===== src/rtl/sap1_control_decoder.sv =====
// SAP-1 control decoder: maps the one-hot T-state and IR opcode to the 12-bit control word,
// and keeps the halt latch, sticky error flags and the retired-instruction counter.
module sap1_control_decoder #(
  parameter int CNT_W = 8
) (
  input  logic             clk,
  input  logic             clr,
  input  logic [5:0]       State,
  input  logic [3:0]       opcode,
  output logic [11:0]      con,
  output logic             hlt,
  output logic             ill_op,
  output logic             state_err,
  output logic [CNT_W-1:0] instr_cnt
);

  localparam logic [5:0] T1 = 6'b000001;
  localparam logic [5:0] T2 = 6'b000010;
  localparam logic [5:0] T3 = 6'b000100;
  localparam logic [5:0] T4 = 6'b001000;
  localparam logic [5:0] T5 = 6'b010000;
  localparam logic [5:0] T6 = 6'b100000;

  localparam logic [3:0] OP_LDA = 4'b0000;
  localparam logic [3:0] OP_ADD = 4'b0001;
  localparam logic [3:0] OP_SUB = 4'b0010;
  localparam logic [3:0] OP_OUT = 4'b1110;
  localparam logic [3:0] OP_HLT = 4'b1111;

  // Control word bit order MSB..LSB: Cp Ep Lm_n CE_n Li_n Ei_n La_n Ea Su Eu Lb_n Lo_n
  localparam logic [11:0] CW_NOP     = 12'h3E3;
  localparam logic [11:0] CW_FETCH1  = 12'h5E3;
  localparam logic [11:0] CW_FETCH2  = 12'hBE3;
  localparam logic [11:0] CW_FETCH3  = 12'h263;
  localparam logic [11:0] CW_IR_MAR  = 12'h1A3;
  localparam logic [11:0] CW_RAM_A   = 12'h2C3;
  localparam logic [11:0] CW_RAM_B   = 12'h2E1;
  localparam logic [11:0] CW_ALU_ADD = 12'h3C7;
  localparam logic [11:0] CW_ALU_SUB = 12'h3CF;
  localparam logic [11:0] CW_A_OUT   = 12'h3F2;

  localparam logic [CNT_W-1:0] CNT_ONE = CNT_W'(1);

  function automatic logic is_onehot(input logic [5:0] s);
    return (s != 6'd0) && ((s & (s - 6'd1)) == 6'd0);
  endfunction

  function automatic logic is_legal(input logic [3:0] op);
    return (op == OP_LDA) || (op == OP_ADD) || (op == OP_SUB) ||
           (op == OP_OUT) || (op == OP_HLT);
  endfunction

  logic state_ok;
  assign state_ok = is_onehot(State);

  // Combinational decode; reset, halt and a malformed State all collapse to NOP
  always_comb begin
    con = CW_NOP;
    if (clr || hlt || !state_ok) begin
      con = CW_NOP;
    end else begin
      unique case (State)
        T1: con = CW_FETCH1;
        T2: con = CW_FETCH2;
        T3: con = CW_FETCH3;
        T4: begin
          if (opcode == OP_LDA || opcode == OP_ADD || opcode == OP_SUB) con = CW_IR_MAR;
          else if (opcode == OP_OUT) con = CW_A_OUT;
        end
        T5: begin
          if (opcode == OP_LDA) con = CW_RAM_A;
          else if (opcode == OP_ADD || opcode == OP_SUB) con = CW_RAM_B;
        end
        T6: begin
          if (opcode == OP_ADD) con = CW_ALU_ADD;
          else if (opcode == OP_SUB) con = CW_ALU_SUB;
        end
        default: con = CW_NOP;
      endcase
    end
  end

  // State updates on the falling edge, in step with the ring counter
  always_ff @(negedge clk) begin
    if (clr) begin
      hlt       <= 1'b0;
      ill_op    <= 1'b0;
      state_err <= 1'b0;
      instr_cnt <= '0;
    end else begin
      if (!state_ok) state_err <= 1'b1;
      if (!hlt && State == T4) begin
        if (opcode == OP_HLT) hlt <= 1'b1;
        else if (!is_legal(opcode)) ill_op <= 1'b1;
      end
      // HLT never reaches this point un-halted, so it does not retire
      if (!hlt && State == T6) instr_cnt <= instr_cnt + CNT_ONE;
    end
  end

endmodule


===== config.mk =====
export PLATFORM = sky130hd
export DESIGN_NAME = sap1_control_decoder
export DESIGN_NICKNAME = d
export VERILOG_FILES = /design/src/rtl/sap1_control_decoder.sv
export SDC_FILE = /design/constraint.sdc
export NUM_CORES = 1
export LEC_CHECK = 0
export ABC_AREA = 0
export CAP_MARGIN = 20
export CORE_UTILIZATION = 48
export CTS_BUF_LIST = sky130_fd_sc_hd__clkbuf_4 sky130_fd_sc_hd__clkbuf_8 sky130_fd_sc_hd__clkbuf_16
export DETAILED_ROUTE_END_ITERATION = 12
export PLACE_DENSITY_LB_ADDON = 0.25
export SLEW_MARGIN = 30
export SYNTH_ARGS = -nofsm -noshare
export SYNTH_HDL_FRONTEND = slang
export SYNTH_SLANG_ARGS = --single-unit

===== constraint.sdc =====
create_clock -name clk -period 4.1 [get_ports clk]
set_clock_uncertainty 0.15 [all_clocks]
set_input_delay 0.615 -clock clk [delete_from_list [all_inputs] [get_ports clk]]
set_output_delay 0.615 -clock clk [all_outputs]
set_load 0.01 [all_outputs]

==> results of run 1 <==
[worst max-delay path: stages (launching register included)]
cell and delay (ps):
dfxtp_4 350, nor2_4 90, nand2_2 60, a211o_1 290, buf_6 140, a211o_1 250
buf_2 140
[state kept, by name, summed over array words and instances, names as in the netlist]
register	flops
hlt	1
ill_op	1
state_err	1
instr_cnt	8
[worst paths after layout]
check	endpoint	slack (ps)	depth (start not counted)
max reg2reg	instr_cnt[4]	2330	7
min	ill_op	350	2
min reg2reg	ill_op	350	2
max	con[5]	-380	6
[area by class of cell]
type / count / area (um^2)
clock buffer: 3 / 22.5
sequential: 11 / 225
timing repair buffer: 67 / 577
tap: 27 / 33.8
inverter: 3 / 11.3
fill: 105 / 267
clock inverter: 12 / 45.0
multi-input combinational: 102 / 761
[logic make-up (layout without fill, tap and decap cells)]
logic type / count (synthesis) / count (layout)
xor gates and xnor gates: 8 / 8
buffers and inverters: 12 / 85
and+or+nand+nor: 66 / 66
DFF: 11 / 11
adders and majority gates: 1 / 1
AOI/OAI and AO/OA: 26 / 26
muxes: 1 / 1
[repair_timing]
item / CTS / global route
resized for setup: 63 / 15
buffers inserted: 2 / 3
setup endpoints to repair: 20 / 17
cloned: 0 / 0
endpoints found under the hold margin: 0 / 0
pin swaps: 7 / 7
[cells in the mapped netlist (2+ instances only)]
library cell / n
nor2_1: 16
nand3b_1: 2
nand2_2: 2
dfxtp_1: 11
o21ai_0: 5
buf_2: 3
a21oi_1: 5
nand2_1: 5
buf_6: 2
nor2b_1: 4
xor2_1: 7
nor4_1: 2
inv_1: 3
nand2b_1: 4
nand3_1: 9
a31oi_1: 2
and4_1: 2
a211oi_1: 4
nand4_1: 3
nor3_1: 2
and3_1: 3
a211o_1: 4
[power breakdown]
part           switching (mW)  internal [mW]
Combinational          0.0465         0.0435
Clock                  0.0857         0.0497
Sequential           0.000859          0.108
[metal layers]
| metal | up-vias | global-route usage (%) | wire, um | share of wire (%) |
|---|---|---|---|---|
| li1 | 607 | - | - | - |
| met1 | 627 | 39.6 | 1470 | 37 |
| met2 | 82 | 59.2 | 2050 | 52 |
| met3 | 19 | 11.2 | 290 | 7.3 |
| met4 | 0 | 16.6 | 144 | 3.6 |
| met5 | - | 0 | 0 | 0 |
[layout by cell type (no fill, tap or decap), types with 2 or more instances in the layout]
master and count:
a211o_1 4, a211oi_1 3, a21oi_1 5, a31oi_1 2
and3_1 3, and4_1 2, buf_2 7, buf_4 29
buf_6 9, clkbuf_4 3, clkdlybuf4s50_1 12, dfxtp_1 9
dlygate4sd2_1 6, dlymetal6s2s_1 4, inv_1 14, nand2_1 5
nand2_2 2, nand2b_1 4, nand3_1 8, nand3_2 2
nand3b_1 2, nand4_1 3, nor2_1 14, nor2_4 2
nor2b_1 4, nor4_2 2, o21ai_0 5, xor2_1 7
[through the flow]
step	util [%]	area [um^2]	instances	setup slack [ps]	hold slack, ps
detailed placement	79.3	1540	207	-435	351
global route	86.3	1680	225	-440	399
finish	86.3	1680	225	-376	351
CTS	81.8	1590	223	-388	356
global placement	79.3	1540	207	-404	312
floorplan	-	1000	125	-21.5	355
==> results, run 1 <==
- In this run the worst path has a maximum fanout of 3.
- The wire length of the first global-routing pass is 5440 um.
- The total nets after synthesis is 138.
- The total number of vias is 1335.
- The number of hold buffers added after CTS was 0.
- In this run the critical register-to-register path is launched from hlt.
- The number of pins with negative max-slew slack in the final report is 0.
- The pin count of the biggest net entering global routing is 13.
- In this run the worst hold path is classified as register to register.
- After synthesis, the largest area contributor takes up 22.3% of total cell area.
- The detailed-placement wirelength estimate is 2340 um.
- The initial standard-cell utilization of the core is 51.0%.
- In the final routed layout, each cell accounts on average for 17.5 um.
- The clock tree from TritonCTS is done.
- The final weighted congestion of routability-driven global placement is 0.911.
- The worst setup margin is -376 ps.
- The combinational family with the most area after synthesis is simple AND/OR/NAND/NOR gates.
- The post-synthesis instance area is 990 um^2.
- The floorplan core area is 1940 um^2.
- The die covers 2250 um^2.
- After synthesis, the cell types taking the most area are dfxtp_1, xor2_1, nor2_1, nand3_1, a211o_1.
- The number of global-route vias before repair was 1228.
- The sort of element at the start of the critical path is a register.
- The synthesized instance count is 125.
- Setup repair after global routing could not meet its margin everywhere.
- The count of final hold-check violations came to 0.
- The number of iterations in the first detailed-routing pass is 4.
- The number of antenna violations at the first check in global routing was 0.
- The beginning of the worst hold path is ill_op.
- The remaining design rule violation count is 0.
- The worst setup path is captured at an output pin.
- After synthesis, the share of cell area in mux cells is 1.14%.
- Counting flops with a built-in enable in the synthesized netlist gives 0.
- The clock tree root driver cell is clkbuf_4.
- The clock transition at the registers of the reported paths is 60 ps.
- Summed over all instances, the cell type with the most area after synthesis is dfxtp_1.
- The number of buffers added on ports is 34.
- The data arrival time of the worst path is 3710 ps.
- The overall power of the completed layout is 0.334 mW.
- The die is 47.4 um tall.
- The Yosys step of the flow raised 0 warnings.
- The combined global-route utilization of all metal layers is 35.0%.
- The worst vdd rail ir drop is 264 uV.
- The worst setup path is of the register to output pin kind.
- The antenna cell count is 0.
- In this run the number of H-tree levels came out at 1.
- The run finished, with violations left.
- The area share of and/or/nand/nor cells after synthesis is 41.7%.
- A synthesized cell averages 7.92 um^2.
- The checks that failed: negative setup slack.
- The total of max-cap violations is 0.
- Global routing finished with a remaining overflow of 0.
- The clock latency at the later pin of the worst-skew pair is 370 ps.
- The layout-stage area growth over the synthesis result is 69.3%.
- Summing the areas of all compound-gate instances in the mapped netlist gives 19.6% of the synthesized area.
- The worst pin sits at a relative slew slack of 69.3%.
- The critical path starts at hlt.
- The number of different library cells used by synthesis comes to 47.
- The transition time at the pin with the least slew margin is 455 ps.
- Counting every sink on the clock net gives 11.
- The count of standard-cell rows is 16.
- The prevailing post-synth register cell is dfxtp_1.
- In the final layout, the share of cells above drive strength 1 is 35.9%.
- Counting along the longest clock path gives a buffer depth of 2.
- Adding up every negative setup slack in the final design gives -2340 ps.
- The number of clock buffers inserted by TritonCTS is 3.
- After Yosys synthesis, full adders, half adders and majority gates account for 1.26% of the synthesized area.
- Of the synthesized area, sequential elements account for 22.3%.
- The power density of the placed cells is 199 nW/um^2.
- The analysis attributes to cell leakage a power of 0.801 nW.
- For this run, asynchronously set or reset flops after synthesis account for 0%.
- The top-level I/O count is 35.
- The final layout contains 212 nets.
- Wires add up to 3950 um.
- The final setup violation count is 11.
- The detailed-route vias per instance is 5.93.
- In this run, synthesis produced a sequential element count of 11.
- In this run the remaining antenna-violating nets after routing total 0.
- After the first detailed-routing iteration, the DRC count stood at 44.
- After Yosys synthesis, XOR and XNOR cells account for 7.08% of the synthesized area.
- For the worst setup path, the data required time is 3340 ps.
- In this run the horizontal extent of the chip is 47.4 um.
No activity file was read; power rests on OpenSTA's default activity.
==> run 2, diff against run 1 <==
--- a/config.mk
+++ b/config.mk
@@ -7,6 +7,7 @@
 export LEC_CHECK = 0
 export ABC_AREA = 0
 export CAP_MARGIN = 20
+export CORE_MARGIN = 10
 export CORE_UTILIZATION = 48
 export CTS_BUF_LIST = sky130_fd_sc_hd__clkbuf_4 sky130_fd_sc_hd__clkbuf_8 sky130_fd_sc_hd__clkbuf_16
 export DETAILED_ROUTE_END_ITERATION = 12
==> run 2 against run 1 <==
Net effect:
- the run still ends with negative setup slack left
- via count fell by 4.0%
- clock-buffer cell count did not move
- sequential share of layout area rose by 0.31 points
- combinational power fell by 3.3%
- register-to-register slack got worse by 70 ps
- flip-flop and latch count did not move
- setup slack got worse by 34 ps
- global-route usage fell by 18 points
- design area fell by 2.8%
- critical path depth did not move
- worst hold slack improved by 26 ps
- critical path type unchanged
- critical endpoint unchanged
==> results, run 2 (synthesized netlist as in run 1, its figures left out) <==
- The combined global-route utilization of all metal layers is 16.7% (was 35.0%).
- The pre-CTS setup slack is -481 ps (was -435 ps).
- The max-slew headroom at the worst pin is 70.6% (was 69.3%).
- The count of H-tree levels built during CTS is 1 (unchanged).
- RSZ-0062 raised after global routing: true (unchanged).
- The required time reported for the critical path endpoint is 3340 ps (about the same).
- The leakage component of the power is 0.764 nW (was 0.801 nW).
- The nature of the critical path endpoint is an output pin (unchanged).
- The fraction of power spent switching nets is 36.7% (was 39.9%).
- The antenna cell count is 0 (unchanged).
- The count of standard-cell rows is 16 (unchanged).
- The register ranked first by flip-flop count is instr_cnt (unchanged).
- The clock tree from TritonCTS is done (unchanged).
- The number of clock buffers inserted by TritonCTS came to 3 (unchanged).
- The total of max-cap violations was 0 (unchanged).
- The detailed-route wire length per cell came to 16.7 um (was 17.5 um).
- The number of sinks on the clock net was 11 (unchanged).
- The DRC marker count from the first detailed-route iteration is 138 (was 44).
- The area of the multi-input gates is 736 um^2 (was 761 um^2).
- The top-level I/O count is 35 (unchanged).
- The transition time at the pin with the least slew margin is 441 ps (was 455 ps).
- The clock tree root driver cell is clkbuf_4 (unchanged).
- The worst hold path class is register to register (unchanged).
- The fill cell instance count of the final layout is 127 (was 105).
- The internal cell power is 0.201 mW (about the same).
- The clock power share is 38.3% (was 40.6%).
- The number of buffers added on ports is 34 (unchanged).
- The maximum root-to-sink buffer count is 2 (unchanged).
- The final setup violation count is 10 (was 11).
- The detailed-placement wirelength estimate is 2630 um (was 2340 um).
- The maximum fanout along the worst path was 3 (unchanged).
- The initial standard-cell utilization of the core was 50.4% (was 51.0%).
- The clock latency at the later pin of the worst-skew pair is 350 ps (was 370 ps).
- The wire length of the first global-routing pass was 5820 um (was 5440 um).
- The number of routed nets with antenna violations came to 0 (unchanged).
- The aggregate global routing overflow is 0 (unchanged).
- The kind of critical path is register to output pin (unchanged).
- The floorplan core area is 1960 um^2 (was 1940 um^2).
- The clock transition at the registers of the reported paths is 50 ps (was 60 ps).
- The number of pins with negative max-slew slack in the final report was 0 (unchanged).
- The data arrival time of the worst path was 3740 ps (was 3710 ps).
- The switching power of the nets is 0.116 mW (was 0.133 mW).
- The combinational power share is 27.4% (was 27.0%).
- The horizontal die dimension is 65.4 um (was 47.4 um).
- The core utilization of the finished layout is 83.0% (was 86.3%).
- The total number of vias is 1281 (was 1335).
- The share of cells above drive strength 1 is 33.7% (was 35.9%).
- The power density of the placed cells is 195 nW/um^2 (was 199 nW/um^2).
- The sequential cell area is 224 um^2 (was 225 um^2).
- The worst setup margin is -410 ps (was -376 ps).
- The remaining design rule violation count is 0 (unchanged).
- The final weighted congestion of routability-driven global placement was 0.967 (was 0.911).
- The number of hold buffers added after CTS is 0 (unchanged).
- The worst vdd rail ir drop was 202 uV (was 264 uV).
- The overall power of the completed layout is 0.318 mW (was 0.334 mW).
- The post-layout net count came to 213 (was 212).
- The die area is 4280 um^2 (was 2250 um^2).
- The pin count of the biggest net entering global routing is 13 (unchanged).
- The number of global-route vias before repair is 1273 (was 1228).
- The detailed-route vias per instance is 5.67 (was 5.93).
- The number of antenna violations at the first check in global routing is 0 (unchanged).
- The count of final hold-check violations is 0 (unchanged).
- The sequential power share is 34.2% (was 32.5%).
- The layout-stage area growth over the synthesis result came to 64.6% (was 69.3%).
- Failing checks: negative setup slack (unchanged).
- Status: finished with violations (unchanged).
- The sort of element at the start of the critical path is a register (unchanged).
- The vertical extent of the die is 65.4 um (was 47.4 um).
- The total length of routed wires is 3770 um (was 3950 um).
- The flip-flop count of the largest register, all copies and words added is 8 (unchanged).
- The number of iterations in the first detailed-routing pass is 4 (unchanged).
- Commonest non-fill, non-tap cells in the layout: buf_4, nor2_1, inv_1, clkdlybuf4s50_1 (was buf_4, nor2_1, inv_1).
- The most common library cell in the layout ignoring fill and taps was buf_4 (unchanged).
==> run 2: path summary, 6_finish.rpt <==
| kind | startpoint | end | slack (ps) | depth (start not counted) |
|---|---|---|---|---|
| worst max-delay path | hlt | con[5] | -410 | 6 |
| worst min-delay path | instr_cnt[5] | instr_cnt[5] | 380 | 2 |
| worst max register to register | hlt | instr_cnt[7] | 2260 | 7 |
| worst min register to register | instr_cnt[5] | instr_cnt[5] | 380 | 2 |
==> run 2: routing by layer <==
metal	vias up	share of wire (%)	track usage, %
met5	-	0	0
met4	0	1.9	5.88
met3	10	7.6	6.27
met2	64	48	28.9
met1	602	42	18.1
li1	605	-	-
==> run 2: worst max-delay path, cell delays in order (launching register included) <==
cell,delay (ps)
dfxtp_4,340
nor2_4,100
nand2_2,70
a211o_1,300
buf_6,150
a211o_1,240
buf_2,140
==> run 2: per-stage QoR <==
step	TNS (ps)	hold WS, ps	area (um^2)	cells
after floorplan	-21.5	355	1000	125
after global placement	-4570	321	1540	207
after detailed placement	-5410	349	1540	207
after CTS	-2650	368	1590	224
after global routing	-3410	389	1630	226
final	-2830	377	1630	226
==> run 2: layout make-up <==
type | count | share of cell area [%]
multi-input cells | 102 | 45.2
repair buffers | 68 | 34.2
flip-flops and latches | 11 | 13.7
clock inverters | 12 | 2.76
well taps | 27 | 2.07
clock buffers | 3 | 1.38
inverters | 3 | 0.691
==> run 2: power groups by stage <==
stage / clock network [mW] / registers, mW / logic [mW]
2_1_floorplan: 0.0180 / 0.111 / 0.0377
3_3_place_gp: 0.0180 / 0.110 / 0.0771
3_5_place_dp: 0.0180 / 0.110 / 0.0799
4_1_cts: 0.123 / 0.109 / 0.0818
5_1_grt: 0.137 / 0.109 / 0.0919
6_report: 0.122 / 0.109 / 0.0871
==> run 2: what timing repair did <==
| item | 4_1_cts | 5_1_grt |
|---|---|---|
| hold endpoints to repair | 0 | 0 |
| setup buffers | 3 | 3 |
| setup endpoints to repair | 17 | 18 |
| pin swaps | 4 | 4 |
| gates resized for setup | 61 | 6 |
